--- src/rtl/mips_cpu_harvard.sv ---
`timescale 1ns/1ps
// Single-cycle Harvard MIPS-I subset core: fetch, decode, execute, memory and
//   writeback all complete in one enabled clk cycle.
// Latency: one instruction per enabled edge; register writes are visible to the
//   very next instruction.
// Backpressure: clk_enable=0 freezes every register and forces data_read and
//   data_write low.
// Ports: clk/reset (sync, active-high), clk_enable; instr_address/instr_readdata
//   form the instruction port; data_address/data_read/data_write/data_writedata/
//   data_readdata form the data port; active and register_v0 are status outputs.
module mips_cpu_harvard (
  input  logic        clk,
  input  logic        reset,
  input  logic        clk_enable,
  output logic        active,
  output logic [31:0] register_v0,
  output logic [31:0] instr_address,
  input  logic [31:0] instr_readdata,
  output logic [31:0] data_address,
  output logic        data_write,
  output logic        data_read,
  output logic [31:0] data_writedata,
  input  logic [31:0] data_readdata
);

  localparam logic [31:0] RESET_VECTOR = 32'hBFC0_0000;

  // Primary opcodes
  localparam logic [5:0] OP_SPECIAL = 6'h00;
  localparam logic [5:0] OP_J       = 6'h02;
  localparam logic [5:0] OP_JAL     = 6'h03;
  localparam logic [5:0] OP_BEQ     = 6'h04;
  localparam logic [5:0] OP_BNE     = 6'h05;
  localparam logic [5:0] OP_ADDIU   = 6'h09;
  localparam logic [5:0] OP_SLTI    = 6'h0A;
  localparam logic [5:0] OP_SLTIU   = 6'h0B;
  localparam logic [5:0] OP_ANDI    = 6'h0C;
  localparam logic [5:0] OP_ORI     = 6'h0D;
  localparam logic [5:0] OP_XORI    = 6'h0E;
  localparam logic [5:0] OP_LUI     = 6'h0F;
  localparam logic [5:0] OP_LW      = 6'h23;
  localparam logic [5:0] OP_SW      = 6'h2B;

  // SPECIAL function codes
  localparam logic [5:0] FN_SLL  = 6'h00;
  localparam logic [5:0] FN_SRL  = 6'h02;
  localparam logic [5:0] FN_SRA  = 6'h03;
  localparam logic [5:0] FN_JR   = 6'h08;
  localparam logic [5:0] FN_JALR = 6'h09;
  localparam logic [5:0] FN_ADDU = 6'h21;
  localparam logic [5:0] FN_SUBU = 6'h23;
  localparam logic [5:0] FN_AND  = 6'h24;
  localparam logic [5:0] FN_OR   = 6'h25;
  localparam logic [5:0] FN_XOR  = 6'h26;
  localparam logic [5:0] FN_SLT  = 6'h2A;
  localparam logic [5:0] FN_SLTU = 6'h2B;

  typedef enum logic {
    ST_RUN  = 1'b0,
    ST_HALT = 1'b1
  } state_t;

  // Architectural state
  state_t      r_state;
  state_t      w_state_nxt;
  logic [31:0] r_pc;
  logic [31:0] r_regs [32];
  // A taken branch/jump does not redirect immediately: the delay-slot
  // instruction at PC+4 runs first, and the target waits here for one step.
  logic        r_slot_vld;
  logic [31:0] r_slot_tgt;

  // Decode fields
  logic [5:0]  w_op;
  logic [4:0]  w_rs;
  logic [4:0]  w_rt;
  logic [4:0]  w_rd;
  logic [4:0]  w_shamt;
  logic [5:0]  w_funct;
  logic [15:0] w_imm;
  logic [31:0] w_simm;
  logic [31:0] w_zimm;

  logic [31:0] w_rs_val;
  logic [31:0] w_rt_val;
  logic [31:0] w_pc_plus4;
  logic [31:0] w_pc_plus8;
  logic [31:0] w_br_tgt;
  logic [31:0] w_j_tgt;
  logic [31:0] w_mem_addr;
  logic [31:0] w_next_pc;
  logic        w_go;

  // Execute results
  logic [31:0] w_result;
  logic        w_wr_en;
  logic [4:0]  w_wr_idx;
  logic        w_ctl;
  logic [31:0] w_ctl_tgt;
  logic        w_is_lw;
  logic        w_is_sw;

  assign w_op    = instr_readdata[31:26];
  assign w_rs    = instr_readdata[25:21];
  assign w_rt    = instr_readdata[20:16];
  assign w_rd    = instr_readdata[15:11];
  assign w_shamt = instr_readdata[10:6];
  assign w_funct = instr_readdata[5:0];
  assign w_imm   = instr_readdata[15:0];
  assign w_simm  = {{16{w_imm[15]}}, w_imm};
  assign w_zimm  = {16'h0000, w_imm};

  // $0 is hard-wired: never written, but guarded on read as well so a
  // stray value can never leak out of it.
  assign w_rs_val = (w_rs == 5'd0) ? 32'd0 : r_regs[w_rs];
  assign w_rt_val = (w_rt == 5'd0) ? 32'd0 : r_regs[w_rt];

  assign w_pc_plus4 = r_pc + 32'd4;
  assign w_pc_plus8 = r_pc + 32'd8;
  assign w_br_tgt   = w_pc_plus4 + {w_simm[29:0], 2'b00};
  assign w_j_tgt    = {w_pc_plus4[31:28], instr_readdata[25:0], 2'b00};
  assign w_mem_addr = w_rs_val + w_simm;

  // Execute stage: produces the writeback value/destination and any
  // control transfer to be applied after the delay slot.
  always_comb begin
    w_result  = 32'd0;
    w_wr_en   = 1'b0;
    w_wr_idx  = 5'd0;
    w_ctl     = 1'b0;
    w_ctl_tgt = 32'd0;
    w_is_lw   = 1'b0;
    w_is_sw   = 1'b0;
    case (w_op)
      OP_SPECIAL: begin
        w_wr_idx = w_rd;
        w_wr_en  = 1'b1;
        case (w_funct)
          FN_ADDU: w_result = w_rs_val + w_rt_val;
          FN_SUBU: w_result = w_rs_val - w_rt_val;
          FN_AND:  w_result = w_rs_val & w_rt_val;
          FN_OR:   w_result = w_rs_val | w_rt_val;
          FN_XOR:  w_result = w_rs_val ^ w_rt_val;
          FN_SLT:  w_result = {31'd0, $signed(w_rs_val) < $signed(w_rt_val)};
          FN_SLTU: w_result = {31'd0, w_rs_val < w_rt_val};
          FN_SLL:  w_result = w_rt_val << w_shamt;
          FN_SRL:  w_result = w_rt_val >> w_shamt;
          FN_SRA:  w_result = $signed(w_rt_val) >>> w_shamt;
          FN_JR: begin
            w_wr_en   = 1'b0;
            w_ctl     = 1'b1;
            w_ctl_tgt = w_rs_val;
          end
          FN_JALR: begin
            w_result  = w_pc_plus8;
            w_ctl     = 1'b1;
            w_ctl_tgt = w_rs_val;
          end
          default: w_wr_en = 1'b0;
        endcase
      end
      OP_ADDIU: begin
        w_wr_en = 1'b1; w_wr_idx = w_rt; w_result = w_rs_val + w_simm;
      end
      OP_SLTI: begin
        w_wr_en = 1'b1; w_wr_idx = w_rt;
        w_result = {31'd0, $signed(w_rs_val) < $signed(w_simm)};
      end
      OP_SLTIU: begin
        w_wr_en = 1'b1; w_wr_idx = w_rt;
        w_result = {31'd0, w_rs_val < w_simm};
      end
      OP_ANDI: begin
        w_wr_en = 1'b1; w_wr_idx = w_rt; w_result = w_rs_val & w_zimm;
      end
      OP_ORI: begin
        w_wr_en = 1'b1; w_wr_idx = w_rt; w_result = w_rs_val | w_zimm;
      end
      OP_XORI: begin
        w_wr_en = 1'b1; w_wr_idx = w_rt; w_result = w_rs_val ^ w_zimm;
      end
      OP_LUI: begin
        w_wr_en = 1'b1; w_wr_idx = w_rt; w_result = {w_imm, 16'h0000};
      end
      OP_LW: begin
        w_is_lw = 1'b1; w_wr_en = 1'b1; w_wr_idx = w_rt; w_result = data_readdata;
      end
      OP_SW: w_is_sw = 1'b1;
      OP_BEQ: begin
        w_ctl     = (w_rs_val == w_rt_val);
        w_ctl_tgt = w_br_tgt;
      end
      OP_BNE: begin
        w_ctl     = (w_rs_val != w_rt_val);
        w_ctl_tgt = w_br_tgt;
      end
      OP_J: begin
        w_ctl = 1'b1; w_ctl_tgt = w_j_tgt;
      end
      OP_JAL: begin
        w_ctl = 1'b1; w_ctl_tgt = w_j_tgt;
        w_wr_en = 1'b1; w_wr_idx = 5'd31; w_result = w_pc_plus8;
      end
      default: ;  // unsupported opcode behaves as NOP
    endcase
  end

  // The instruction now executing is a delay slot when a transfer is pending.
  assign w_next_pc = r_slot_vld ? r_slot_tgt : w_pc_plus4;
  assign w_go      = clk_enable && (r_state == ST_RUN);

  // Run/halt FSM: halting happens on the edge where the PC would become 0.
  always_comb begin
    w_state_nxt = r_state;
    case (r_state)
      ST_RUN:  if (clk_enable && (w_next_pc == 32'd0)) w_state_nxt = ST_HALT;
      ST_HALT: w_state_nxt = ST_HALT;
      default: w_state_nxt = ST_RUN;
    endcase
  end

  always_ff @(posedge clk) begin
    if (reset) r_state <= ST_RUN;
    else       r_state <= w_state_nxt;
  end

  always_ff @(posedge clk) begin
    if (reset) begin
      r_pc       <= RESET_VECTOR;
      r_slot_vld <= 1'b0;
      r_slot_tgt <= 32'd0;
    end else if (w_go) begin
      r_pc       <= w_next_pc;
      r_slot_vld <= w_ctl;
      r_slot_tgt <= w_ctl_tgt;
    end
  end

  always_ff @(posedge clk) begin
    if (reset) begin
      for (int i = 0; i < 32; i++) r_regs[i] <= 32'd0;
    end else if (w_go && w_wr_en && (w_wr_idx != 5'd0)) begin
      r_regs[w_wr_idx] <= w_result;
    end
  end

  assign active         = (r_state == ST_RUN);
  assign register_v0    = r_regs[2];
  assign instr_address  = r_pc;
  assign data_address   = w_mem_addr;
  assign data_read      = w_go && w_is_lw;
  assign data_write     = w_go && w_is_sw;
  assign data_writedata = data_write ? w_rt_val : 32'd0;

endmodule

--- config.mk ---
export PLATFORM = sky130hd
export DESIGN_NAME = mips_cpu_harvard
export DESIGN_NICKNAME = d
export VERILOG_FILES = /design/src/rtl/mips_cpu_harvard.sv
export SDC_FILE = /design/constraint.sdc
export NUM_CORES = 2
export LEC_CHECK = 0
export BUFFER_PORTS_ARGS = -buffer_cell sky130_fd_sc_hd__buf_4
export CAP_MARGIN = 20
export CORE_UTILIZATION = 35
export DETAILED_ROUTE_END_ITERATION = 8
export HOLD_SLACK_MARGIN = 0.15
export PLACE_DENSITY_LB_ADDON = 0.12
export SETUP_SLACK_MARGIN = 0.05
export SYNTH_ARGS = -nofsm -noshare
export SYNTH_HDL_FRONTEND = slang
export SYNTH_SLANG_ARGS = --single-unit
--- constraint.sdc ---
create_clock -name clk -period 16.6 [get_ports clk]
set_clock_uncertainty 0.15 [all_clocks]
set_input_delay 4.98 -clock clk [delete_from_list [all_inputs] [get_ports clk]]
set_output_delay 4.98 -clock clk [all_outputs]
set_load 0.05 [all_outputs]
==> results.sh <==
export IMPL_ctsLongestPathBuffers=3
export IMPL_nNetsFinal=6817
export IMPL_initial_core_util_pct=35.31
export IMPL_synthMuxAreaShare_pct=19.67
export IMPL_routed_wl_mm=363.1
export IMPL_synth_warning_count=0
export IMPL_syn_area_um2=71520
export IMPL_synth_top_family_by_area="multiplexers"
export IMPL_post_cts_buffers=0
export IMPL_clock_fmax_ghz=0.06152
export IMPL_yosysSeqAreaShare_pct=44.80
export IMPL_synth_area_per_cell_um2=11.02
export IMPL_die_h_um=454.0
export IMPL_async_flop_share_pct=0
export IMPL_critPathKind="in2out"
export IMPL_period_needed_ns=16.25
export IMPL_io_pins=198
export IMPL_cts_hold_buffers_added=0
export IMPL_cts_root_buf="clkbuf_16"
export IMPL_post_cts_resize_count=0
export IMPL_synth_xor_xnor_area_share_pct=1.665
export IMPL_maxCapViolCount=0
export IMPL_gr_total_overflow=0
export IMPL_synth_seq_cells=1089
export IMPL_first_iter_violations=8798
export IMPL_synth_compound_area_share_pct=12.18
export IMPL_worst_pin_slew_ns=1.465
export IMPL_final_common_cell="nor2_1"
export IMPL_setup_viol=0
export IMPL_cts_made_buffers=130
export IMPL_critPathLaunchType="input port"
export IMPL_hold_viol=0
export IMPL_path_clk_slew_ns=0.06
export IMPL_ir_worst_vdd_mv=0.09325
export IMPL_die_w_um=454.0
export IMPL_h_tree_depth=4
export IMPL_final_max_slew_viol_count=0
export IMPL_grt_max_degree=90
export IMPL_rsz0062_at_grt="no"
export IMPL_design_power_total_mw=7.974
export IMPL_cts_sinks=1089
export IMPL_hold_path_class="reg2reg"
export IMPL_die_area_um2=206200
export IMPL_powerDensity_nw_per_um2=98.55
export IMPL_endpoint_kind="output port"
export IMPL_nFillCells=19410
export IMPL_synth_adder_area_share_pct=3.670
export IMPL_ys_flop_type="edfxtp_1"
export IMPL_track_usage_pct=34.57
export IMPL_core_um2=202500
export IMPL_synth_edff_count=1023
export IMPL_syn_inst=6488
export IMPL_rows=165
export IMPL_fin_util_pct=39.95
export IMPL_dp_hpwl_mm=247.8
export IMPL_grt_pass1_vias=57550
export IMPL_vias=60480
export IMPL_max_slew_margin_rel_pct=2.305
export IMPL_synth_simple_area_share_pct=13.33
export IMPL_drt_vias_per_instance=6.484
export IMPL_antenna_left=0
export IMPL_wl_per_cell_um=38.93
export IMPL_drive_above_1_share_pct=20.14
export IMPL_first_pass_iters=7
export IMPL_syn_to_final_growth_pct=13.13
export IMPL_grt_pass1_wl_mm=491.6
export IMPL_p_leak_nw=28.94
export IMPL_multi_input_comb_area_um2=36940
export IMPL_cp_required_ns=11.47
export IMPL_final_cell_mix="nor2_1 (1331), edfxtp_1 (1023), buf_4 (468)"
export IMPL_drc_errors=0
export IMPL_clock_latency_ns=0.81
export IMPL_io_buffers=197
export IMPL_status="completed"
export IMPL_place_ws_ns=0.3969
export IMPL_antenna_found_initial=15
export IMPL_routabilityCongestion=1.047
export IMPL_timing_final_ws_setup_ns=0.3456
export IMPL_seq_area_um2=32040
export IMPL_crit_fanout=36
export IMPL_arrival_ns=11.12
export IMPL_whs_ns=0.3553
export IMPL_finalCritPeriodShare_pct=97.92
export IMPL_cts_tree="yes"
export IMPL_netlist_cell_type_count=111
==> worst paths after layout <==
| check | end | start | slack [ns] | cells after the start |
|---|---|---|---|---|
| min | r_slot_tgt[9]$_SDFFE_PP0P_ | r_slot_tgt[9]$_SDFFE_PP0P_ | 0.36 | 2 |
| max reg2reg | r_regs[4][0]$_SDFFCE_PN0P_ | r_regs[2][6]$_SDFFCE_PN0P_ | 8.21 | 20 |
| min reg2reg | r_slot_tgt[9]$_SDFFE_PP0P_ | r_slot_tgt[9]$_SDFFE_PP0P_ | 0.36 | 2 |
| max | data_address[29] | instr_readdata[21] | 0.35 | 21 |
==> critical path: stages <==
cell       delay (ns)
buf_8            0.23
buf_12           0.33
mux4_2           0.54
mux4_2           0.66
mux2i_1          0.25
nor2_1           0.21
ha_1             0.49
nor2_1           0.09
or4_1            0.44
o2111a_1         0.36
o31ai_1          0.36
o2111ai_1        0.24
a311oi_1         0.54
maj3_1           0.29
o21ba_2          0.14
or2_2            0.11
a21oi_1          0.06
nor2_1           0.11
buf_4            0.14
xor2_4           0.23
buf_4            0.24
==> cells in the mapped netlist, drive strengths merged (11+ instances only) <==
master / number / area, µm²
ha: 201 / 2515
a22o: 30 / 262.8
a222oi: 39 / 390.4
buf: 208 / 1316
nor4: 31 / 219.0
a31oi: 32 / 212.7
o2111ai: 12 / 105.1
a221oi: 64 / 615.6
a21oi: 305 / 1534
a211oi: 42 / 320.3
o31ai: 30 / 225.2
mux2i: 362 / 3623
o21bai: 25 / 187.7
or2: 17 / 106.4
o221ai: 24 / 210.2
and3: 24 / 150.1
dfxtp: 66 / 1321
o21ai: 190 / 950.9
edfxtp: 1023 / 30720
nand2b: 62 / 387.9
nand3b: 11 / 82.58
nor2b: 29 / 181.4
nor2: 1363 / 5191
a22oi: 164 / 1236
o211ai: 44 / 330.3
a211o: 19 / 166.4
xor2: 40 / 350.3
a21o: 43 / 322.8
nand4: 44 / 287.8
or3: 18 / 112.6
nand2: 365 / 1375
a221o: 21 / 210.2
clkbuf: 388 / 1456
mux4: 450 / 10170
o21a: 22 / 165.2
nor3: 73 / 380.4
or4: 13 / 97.59
inv: 150 / 563.0
xnor2: 96 / 840.8
mux2: 24 / 270.3
o22ai: 57 / 362.8
and2: 27 / 168.9
nand3: 102 / 528.0
a311oi: 12 / 111.4
==> registers in the layout, indices dropped and copies added, names as in the netlist <==
signal         flops
r_regs          1023
instr_address     32
r_slot_tgt        32
r_slot_vld         1
r_state            1
==> cells by family (layout without fill, tap and decap cells) <==
logic type               after synthesis  count (layout)
buffers and inverters                749             876
multiplexers                         836             836
other                                  1              42
AO/OA/AOI/OAI                       1259            1259
XOR/XNOR                             136             136
adder cells (fa/ha/maj)              208             208
flip-flops                          1089            1089
AND/OR/NAND/NOR                     2210            2210
==> power breakdown <==
part | switching, mW | total [mW] | internal, mW
combinational | 1.37 | 2.01 | 0.641
sequential | 0.0615 | 3.15 | 3.09
clock | 1.24 | 2.81 | 1.58
total | 2.67 | 7.97 | 5.31
==> final cells by class <==
cell class	instances	share of cell area [%]
Multi-Input combinational cell	4680	45.66
Sequential cell	1089	39.60
Timing Repair Buffer	491	4.871
Clock buffer	165	4.325
Tap cell	2672	4.132
Inverter	153	0.7129
Clock inverter	67	0.6711
Antenna cell	11	0.03402
==> metal layers <==
metal  track usage (%)  part of all wire (%)  up-vias  wire, µm
met5                 0                0.0099        -        36
met4             19.43                   6.5        6     23570
met3             7.141                   9.6      843     34920
met2             53.65                    45     3957    163100
met1             44.87                    39    31080    141500
li1                  -                     -    24600         -
==> per-stage QoR <==
stage	std cells	setup TNS, ns	area [µm²]
final	9328	0	80910
after global routing	9321	0	80900
after CTS	9314	0	80850
after detailed placement	9082	0	76810
after global placement	9081	0	76790
after floorplan	6518	-0.3879	71680
Power figures use the tool's default switching activity.
